===== src/rtl/bp_pkg.sv =====
// -----------------------------------------------------------------------------
// bp_pkg
// Shared definitions for the branch predictor blocks.
//   ctr_t        : 2-bit saturating counter state (SNT/LNT/LT/ST)
//   ctr_next()   : saturating counter update for a resolved outcome
//   ctr_predict(): taken prediction for a counter state
// -----------------------------------------------------------------------------
package bp_pkg;

  typedef logic [1:0] ctr_t;

  localparam ctr_t CTR_SNT = 2'b00;
  localparam ctr_t CTR_LNT = 2'b01;
  localparam ctr_t CTR_LT  = 2'b10;
  localparam ctr_t CTR_ST  = 2'b11;

  // Taken moves one step toward ST, not-taken one step toward SNT; both
  // ends saturate.
  function automatic ctr_t ctr_next(input ctr_t cur, input logic taken);
    ctr_t nxt;
    nxt = cur;
    if (taken) begin
      if (cur != CTR_ST) nxt = cur + 2'd1;
    end else begin
      if (cur != CTR_SNT) nxt = cur - 2'd1;
    end
    return nxt;
  endfunction

  // LT and ST are exactly the states with the upper bit set.
  function automatic logic ctr_predict(input ctr_t cur);
    return cur[1];
  endfunction

endpackage


===== src/rtl/bp_update_fifo.sv =====
// -----------------------------------------------------------------------------
// bp_update_fifo
// Strict FIFO holding pending BHT updates as {index, taken} words.
// Ports:
//   clk       : clock
//   clear     : synchronous clear of pointers and count (wins over push/pop)
//   push      : write push_data (caller guarantees space or a same-cycle pop)
//   push_data : entry to enqueue
//   pop       : drop the head entry (caller guarantees not empty)
//   pop_data  : current head entry
//   full      : count == DEPTH
//   empty     : count == 0
//   count     : number of stored entries
// -----------------------------------------------------------------------------
module bp_update_fifo #(
  parameter int W     = 7,
  parameter int DEPTH = 4
) (
  input  logic                     clk,
  input  logic                     clear,
  input  logic                     push,
  input  logic [W-1:0]             push_data,
  input  logic                     pop,
  output logic [W-1:0]             pop_data,
  output logic                     full,
  output logic                     empty,
  output logic [$clog2(DEPTH):0]   count
);

  localparam int AW = $clog2(DEPTH);
  localparam logic [AW:0] CNT_ONE  = (AW+1)'(1);
  localparam logic [AW:0] CNT_FULL = (AW+1)'(DEPTH);

  logic [W-1:0]  mem [DEPTH];
  logic [AW-1:0] wptr;
  logic [AW-1:0] rptr;

  // Pointers are AW bits wide, so wrap modulo DEPTH falls out naturally.
  // NOTE: sequential state uses non-blocking (<=) so every flop samples the
  // pre-edge values; blocking here would create order-dependent races.
  always_ff @(posedge clk) begin
    if (clear) begin
      wptr  <= '0;
      rptr  <= '0;
      count <= '0;
    end else begin
      if (push) wptr <= wptr + AW'(1);
      if (pop)  rptr <= rptr + AW'(1);
      case ({push, pop})
        2'b10:   count <= count + CNT_ONE;
        2'b01:   count <= count - CNT_ONE;
        default: count <= count;
      endcase
    end
  end

  // NOTE: storage is deliberately not reset; entries are only ever read
  // behind a valid count, and leaving it out keeps the array a plain
  // register file without a reset fan-out.
  always_ff @(posedge clk) begin
    if (push && !clear) mem[wptr] <= push_data;
  end

  assign pop_data = mem[rptr];
  assign full     = (count == CNT_FULL);
  assign empty    = (count == '0);

endmodule


===== src/rtl/bht_controller.sv =====
// -----------------------------------------------------------------------------
// bht_controller
// Sequencer/arbiter for a direct-mapped table of 2-bit saturating counters.
// After reset an INIT sweep writes SNT to every entry, one per cycle; then
// RUN arbitrates a single table access per cycle between fetch lookups and
// queued execute-stage updates.
// Ports:
//   clk, reset      : clock, synchronous active-high reset
//   lk_valid/lk_pc  : lookup request, index = lk_pc[IDX_W+1:2]
//   lk_ready        : lookup granted this cycle
//   lk_resp_valid   : registered, one cycle after a grant
//   lk_taken        : registered prediction for the granted lookup
//   up_valid/up_pc/up_taken : resolved-branch update request
//   up_ready        : update queue accepts this cycle
//   q_count         : queued update count
//   busy            : INIT sweep in progress
// -----------------------------------------------------------------------------
module bht_controller
  import bp_pkg::*;
#(
  parameter int IDX_W   = 6,
  parameter int Q_DEPTH = 4
) (
  input  logic                        clk,
  input  logic                        reset,
  input  logic                        lk_valid,
  input  logic [31:0]                 lk_pc,
  output logic                        lk_ready,
  output logic                        lk_resp_valid,
  output logic                        lk_taken,
  input  logic                        up_valid,
  input  logic [31:0]                 up_pc,
  input  logic                        up_taken,
  output logic                        up_ready,
  output logic [$clog2(Q_DEPTH):0]    q_count,
  output logic                        busy
);

  localparam int N = 1 << IDX_W;

  localparam logic [0:0] ST_INIT = 1'b0;
  localparam logic [0:0] ST_RUN  = 1'b1;

  logic [0:0]       state;
  logic [IDX_W-1:0] sweep;
  ctr_t             tbl [N];

  logic [IDX_W-1:0] lk_idx;
  logic [IDX_W:0]   q_in;
  logic [IDX_W:0]   q_head;
  logic [IDX_W-1:0] head_idx;
  logic             head_taken;
  logic             q_push;
  logic             q_pop;
  logic             q_full;
  logic             q_empty;
  logic             grant;
  logic             run;

  // Only the index slice of each PC addresses the table.
  logic unused_pc_bits;
  assign unused_pc_bits = ^{lk_pc[31:IDX_W+2], lk_pc[1:0],
                            up_pc[31:IDX_W+2], up_pc[1:0]};

  assign lk_idx     = lk_pc[IDX_W+1:2];
  assign q_in       = {up_pc[IDX_W+1:2], up_taken};
  assign head_idx   = q_head[IDX_W:1];
  assign head_taken = q_head[0];

  // Arbitration: a full queue forces a drain, otherwise lookups win and
  // the queue drains on otherwise idle cycles.
  // NOTE: every signal driven here gets a default before any branch, so no
  // path leaves it unassigned and no latch is inferred.
  always_comb begin
    run   = (state == ST_RUN);
    grant = 1'b0;
    q_pop = 1'b0;
    if (run) begin
      if (q_full)          q_pop = 1'b1;
      else if (lk_valid)   grant = 1'b1;
      else if (!q_empty)   q_pop = 1'b1;
    end
  end

  // A same-cycle pop frees the slot a push needs, so a full queue still
  // accepts while it drains.
  assign up_ready = run && (!q_full || q_pop);
  assign q_push   = up_valid && up_ready;
  assign lk_ready = grant;
  assign busy     = (state == ST_INIT);

  bp_update_fifo #(
    .W     (IDX_W + 1),
    .DEPTH (Q_DEPTH)
  ) u_fifo (
    .clk       (clk),
    .clear     (reset),
    .push      (q_push),
    .push_data (q_in),
    .pop       (q_pop),
    .pop_data  (q_head),
    .full      (q_full),
    .empty     (q_empty),
    .count     (q_count)
  );

  always_ff @(posedge clk) begin
    if (reset) begin
      state <= ST_INIT;
      sweep <= '0;
    end else if (state == ST_INIT) begin
      sweep <= sweep + IDX_W'(1);
      if (sweep == '1) state <= ST_RUN;
    end
  end

  // The sweep is the table's only initialisation; lookups and updates are
  // exclusive in RUN, so a single write port covers both.
  always_ff @(posedge clk) begin
    if (state == ST_INIT) begin
      tbl[sweep] <= CTR_SNT;
    end else if (q_pop && !reset) begin
      tbl[head_idx] <= ctr_next(tbl[head_idx], head_taken);
    end
  end

  // No forwarding: the response reflects the table before any update
  // still sitting in the queue.
  always_ff @(posedge clk) begin
    if (reset) begin
      lk_resp_valid <= 1'b0;
      lk_taken      <= 1'b0;
    end else begin
      lk_resp_valid <= grant;
      lk_taken      <= grant && ctr_predict(tbl[lk_idx]);
    end
  end

endmodule

===== config.mk =====
export PLATFORM = sky130hd
export DESIGN_NAME = bht_controller
export DESIGN_NICKNAME = d
export VERILOG_FILES = /design/src/rtl/bp_pkg.sv /design/src/rtl/bp_update_fifo.sv /design/src/rtl/bht_controller.sv
export SDC_FILE = /design/constraint.sdc
export NUM_CORES = 1
export LEC_CHECK = 0
export BUFFER_PORTS_ARGS = -buffer_cell sky130_fd_sc_hd__buf_2
export CAP_MARGIN = 10
export CORE_UTILIZATION = 60
export CTS_BUF_LIST = sky130_fd_sc_hd__clkbuf_8
export CTS_CLUSTER_SIZE = 8
export DETAILED_ROUTE_END_ITERATION = 10
export PLACE_DENSITY_LB_ADDON = 0.12
export SLEW_MARGIN = 30
export SYNTH_ARGS = -nofsm -noshare
export SYNTH_HDL_FRONTEND = slang
export SYNTH_SLANG_ARGS = --single-unit

===== constraint.sdc =====
create_clock -name clk -period 6.61 [get_ports clk]
set_input_delay 0.3305 -clock clk [delete_from_list [all_inputs] [get_ports clk]]
set_output_delay 0.3305 -clock clk [all_outputs]
set_load 0.01 [all_outputs]

==> reports/metrics.csv <==
metric,value,unit
tightest_slew,971,ps
place_inst,750,
finalHoldViolCount,0,
die_area,14000,um2
synth_area_leaders,"edfxtp_1 (58%), mux4_2 (7.8%), mux2i_1 (7.4%)",
grt_pass1_vias,4938,
root_buffer,clkbuf_8,
rrSetupSlack,2140,ps
dr_total_vias,4970,
holdCritStartpoint,up_pc[6],
vias_per_cell,6.36,
final_common_cell,edfxtp_1,
global_route.usage.met2,41.0,%
fmax,224,MHz
drtPass1Iterations,5,
yosysTopAreaCell,edfxtp_1,
chipWidth,118,um
cts.clk_slew.worst_paths,80,ps
synth_edf_count,156,
postCtsSetupBuffers,0,
cp-end-kind,flip-flop,
cap_violations,0,
busiest_layer,met2,
antenna_found_initial,0,
htree_levels,4,
crit_chain,"mux4_2, buf_4, mux4_2, a22oi_1, a21oi_1, o22ai_2, o21a_1, o22ai_4, buf_8, buf_4",
synth.net_count,654,
yosys_warnings,0,
cts_tree,yes,
port_buffers,24,
io-pin-count,77,
final_area,8660,um2
grt-ovfl-total,0,
grt_max_degree,40,
wl_per_cell,22.8,um
hold_buffers,0,
placed_area,8310,um2
fin_crit,4470,ps
drive_gt1_share,15.5,%
ys_async_sr_fraction,0,%
cp-start-kind,flip-flop,
setup_slack,2140,ps
r2r-end,tbl[37][1],
ys_types,56,
cts.sinks,174,
core_area,13200,um2
grt_pass1_wl,27900,um
met1_usage,39.4,%
numCtsBuffers,17,
outcome,completed,
hold_path.class,primary input to flip-flop,
worst-path-stages,10,
reg2reg_depth,10,
worst_skew_pair.late_latency,460,ps
ant_nets,0,
dpl.hpwl,11700,um
insertedDiodeCount,0,
path_max_fanout,35,
fin_setup_tns,0,ps
drtIter0Drc,506,
stdcell_count,782,
path_buf_inv,3,
clock_path_buffers,2,
met3_usage,7.63,%
nets,670,
finalMaxSlewViolations,0,
area_growth,6.72,%
finalWeightedCongestion,0.854,
p_leak,0.00285,uW
post-place-ws,2080,ps
synth-seq-cells,174,
ctsResizeCount,0,
critPathMaxStageDelay,960,ps
n_fill_cell,1005,
p_per_area,221,nW/um2
slew_headroom,35.3,%
mappedNetlistArea,8120,um2
finalWirelength,17800,um
min_to,u_fifo.mem[0][5],
fp.dieH,118,um
finalCritPeriodShare,67.6,%
finalClockSkew,10.3,ps
whs_path_depth,1,
avgSynthCellArea,14.0,um2
gr-usage-all-layers,27.4,%
setup_viol,0,
rows,42,
ir_worst_vdd,0.181,mV
syn_inst,578,
crit_required,6790,ps
final_core_util,65.4,%
cp_top_family,multiplexers,
rsz0062_at_grt,false,
worst-setup-path-type,flip-flop to flip-flop,
yosysSeqAreaShare,62.1,%
start_util,61.3,%
yosysTopAreaCellShare,57.7,%
most-common-layout-cells,"edfxtp_1 (156), nor2_1 (87), mux2i_1 (60), nand2_1 (36), mux4_2 (27)",
arrival,4650,ps
drc,0,
ys.flop_type,edfxtp_1,
cp_slowest_cell,mux4_2,
[synth_stat cells, types with 2 or more instances]
| cell type | number |
|---|---|
| a2111oi_0 | 2 |
| a211oi_1 | 8 |
| a21o_1 | 4 |
| a21oi_1 | 13 |
| a221oi_1 | 2 |
| a22o_1 | 2 |
| a22oi_1 | 6 |
| a311oi_1 | 3 |
| a31oi_1 | 4 |
| a41oi_1 | 2 |
| and2_0 | 2 |
| and2_1 | 5 |
| and2_4 | 2 |
| buf_1 | 2 |
| buf_2 | 9 |
| buf_4 | 4 |
| buf_6 | 7 |
| clkbuf_1 | 8 |
| dfxtp_1 | 18 |
| edfxtp_1 | 156 |
| ha_1 | 6 |
| inv_1 | 10 |
| mux2_2 | 3 |
| mux2i_1 | 60 |
| mux4_1 | 2 |
| mux4_2 | 28 |
| nand2_1 | 36 |
| nand2b_1 | 3 |
| nand3_1 | 25 |
| nand4_1 | 7 |
| nor2_1 | 87 |
| nor2b_1 | 9 |
| o211ai_1 | 2 |
| o21a_1 | 4 |
| o21ai_0 | 5 |
| o21ai_1 | 2 |
| o21bai_1 | 2 |
| o22ai_1 | 2 |
| xnor2_1 | 3 |
| xor2_1 | 7 |
[state kept, by name, indices dropped and copies added (netlist names), 2 cells and up, named ones only]
name	count
u_fifo.rptr	2
tbl	128
sweep	6
u_fifo.mem	28
u_fifo.count	3
u_fifo.wptr	2
[final cells by class]
cell class | count | area (um2) | area share (%)
Sequential cell | 174 | 5040 | 58.2
Multi-Input combinational cell | 362 | 2860 | 33.0
Timing Repair Buffer | 29 | 165 | 1.91
Clock inverter | 14 | 108 | 1.24
Clock buffer | 17 | 234 | 2.70
Tap cell | 176 | 220 | 2.54
Inverter | 10 | 37.5 | 0.433
[per-layer routing]
metal / share of wire (%) / wire length, um / up-vias
met5: 0 / 0 / -
met4: 1.5 / 272 / 0
li1: - / - / 2229
met3: 8.3 / 1470 / 21
met2: 47 / 8440 / 211
met1: 43 / 7610 / 2509
[worst max-delay path by stage]
stage	start	end
finish	flip-flop	tbl[37][1]
global route	flip-flop	tbl[30][0]
detailed placement	flip-flop	tbl[48][1]
global placement	flip-flop	tbl[49][1]
floorplan	flip-flop	tbl[0][1]
CTS	flip-flop	tbl[42][1]
[metrics by stage]
step / power, uW / hold slack (ps)
4_1_cts: 1920 / 54.0
2_1_floorplan: 1260 / 429
3_5_place_dp: 1280 / 501
3_3_place_gp: 1280 / 483
5_1_grt: 1970 / 52.8
6_report: 1910 / 85.5
[kinds of logic (layout without fill, tap and decap cells)]
family,count (synthesis),count (layout),synth area share (%)
and+or+nand+nor,181,181,9.99
buffers and inverters,42,70,3.13
xor gates and xnor gates,10,10,1.08
AOI/OAI and AO/OA,71,71,6.27
muxes,93,93,16.2
DFF,174,174,62.1
adders and majority gates,7,7,1.17
[power by group]
part	internal, uW	switching (uW)	total [uW]
logic	25.4	41.2	66.5
registers	1190	4.28	1190
clock network	288	366	654
total	1500	411	1910
No activity file was read; power rests on OpenSTA's default activity.
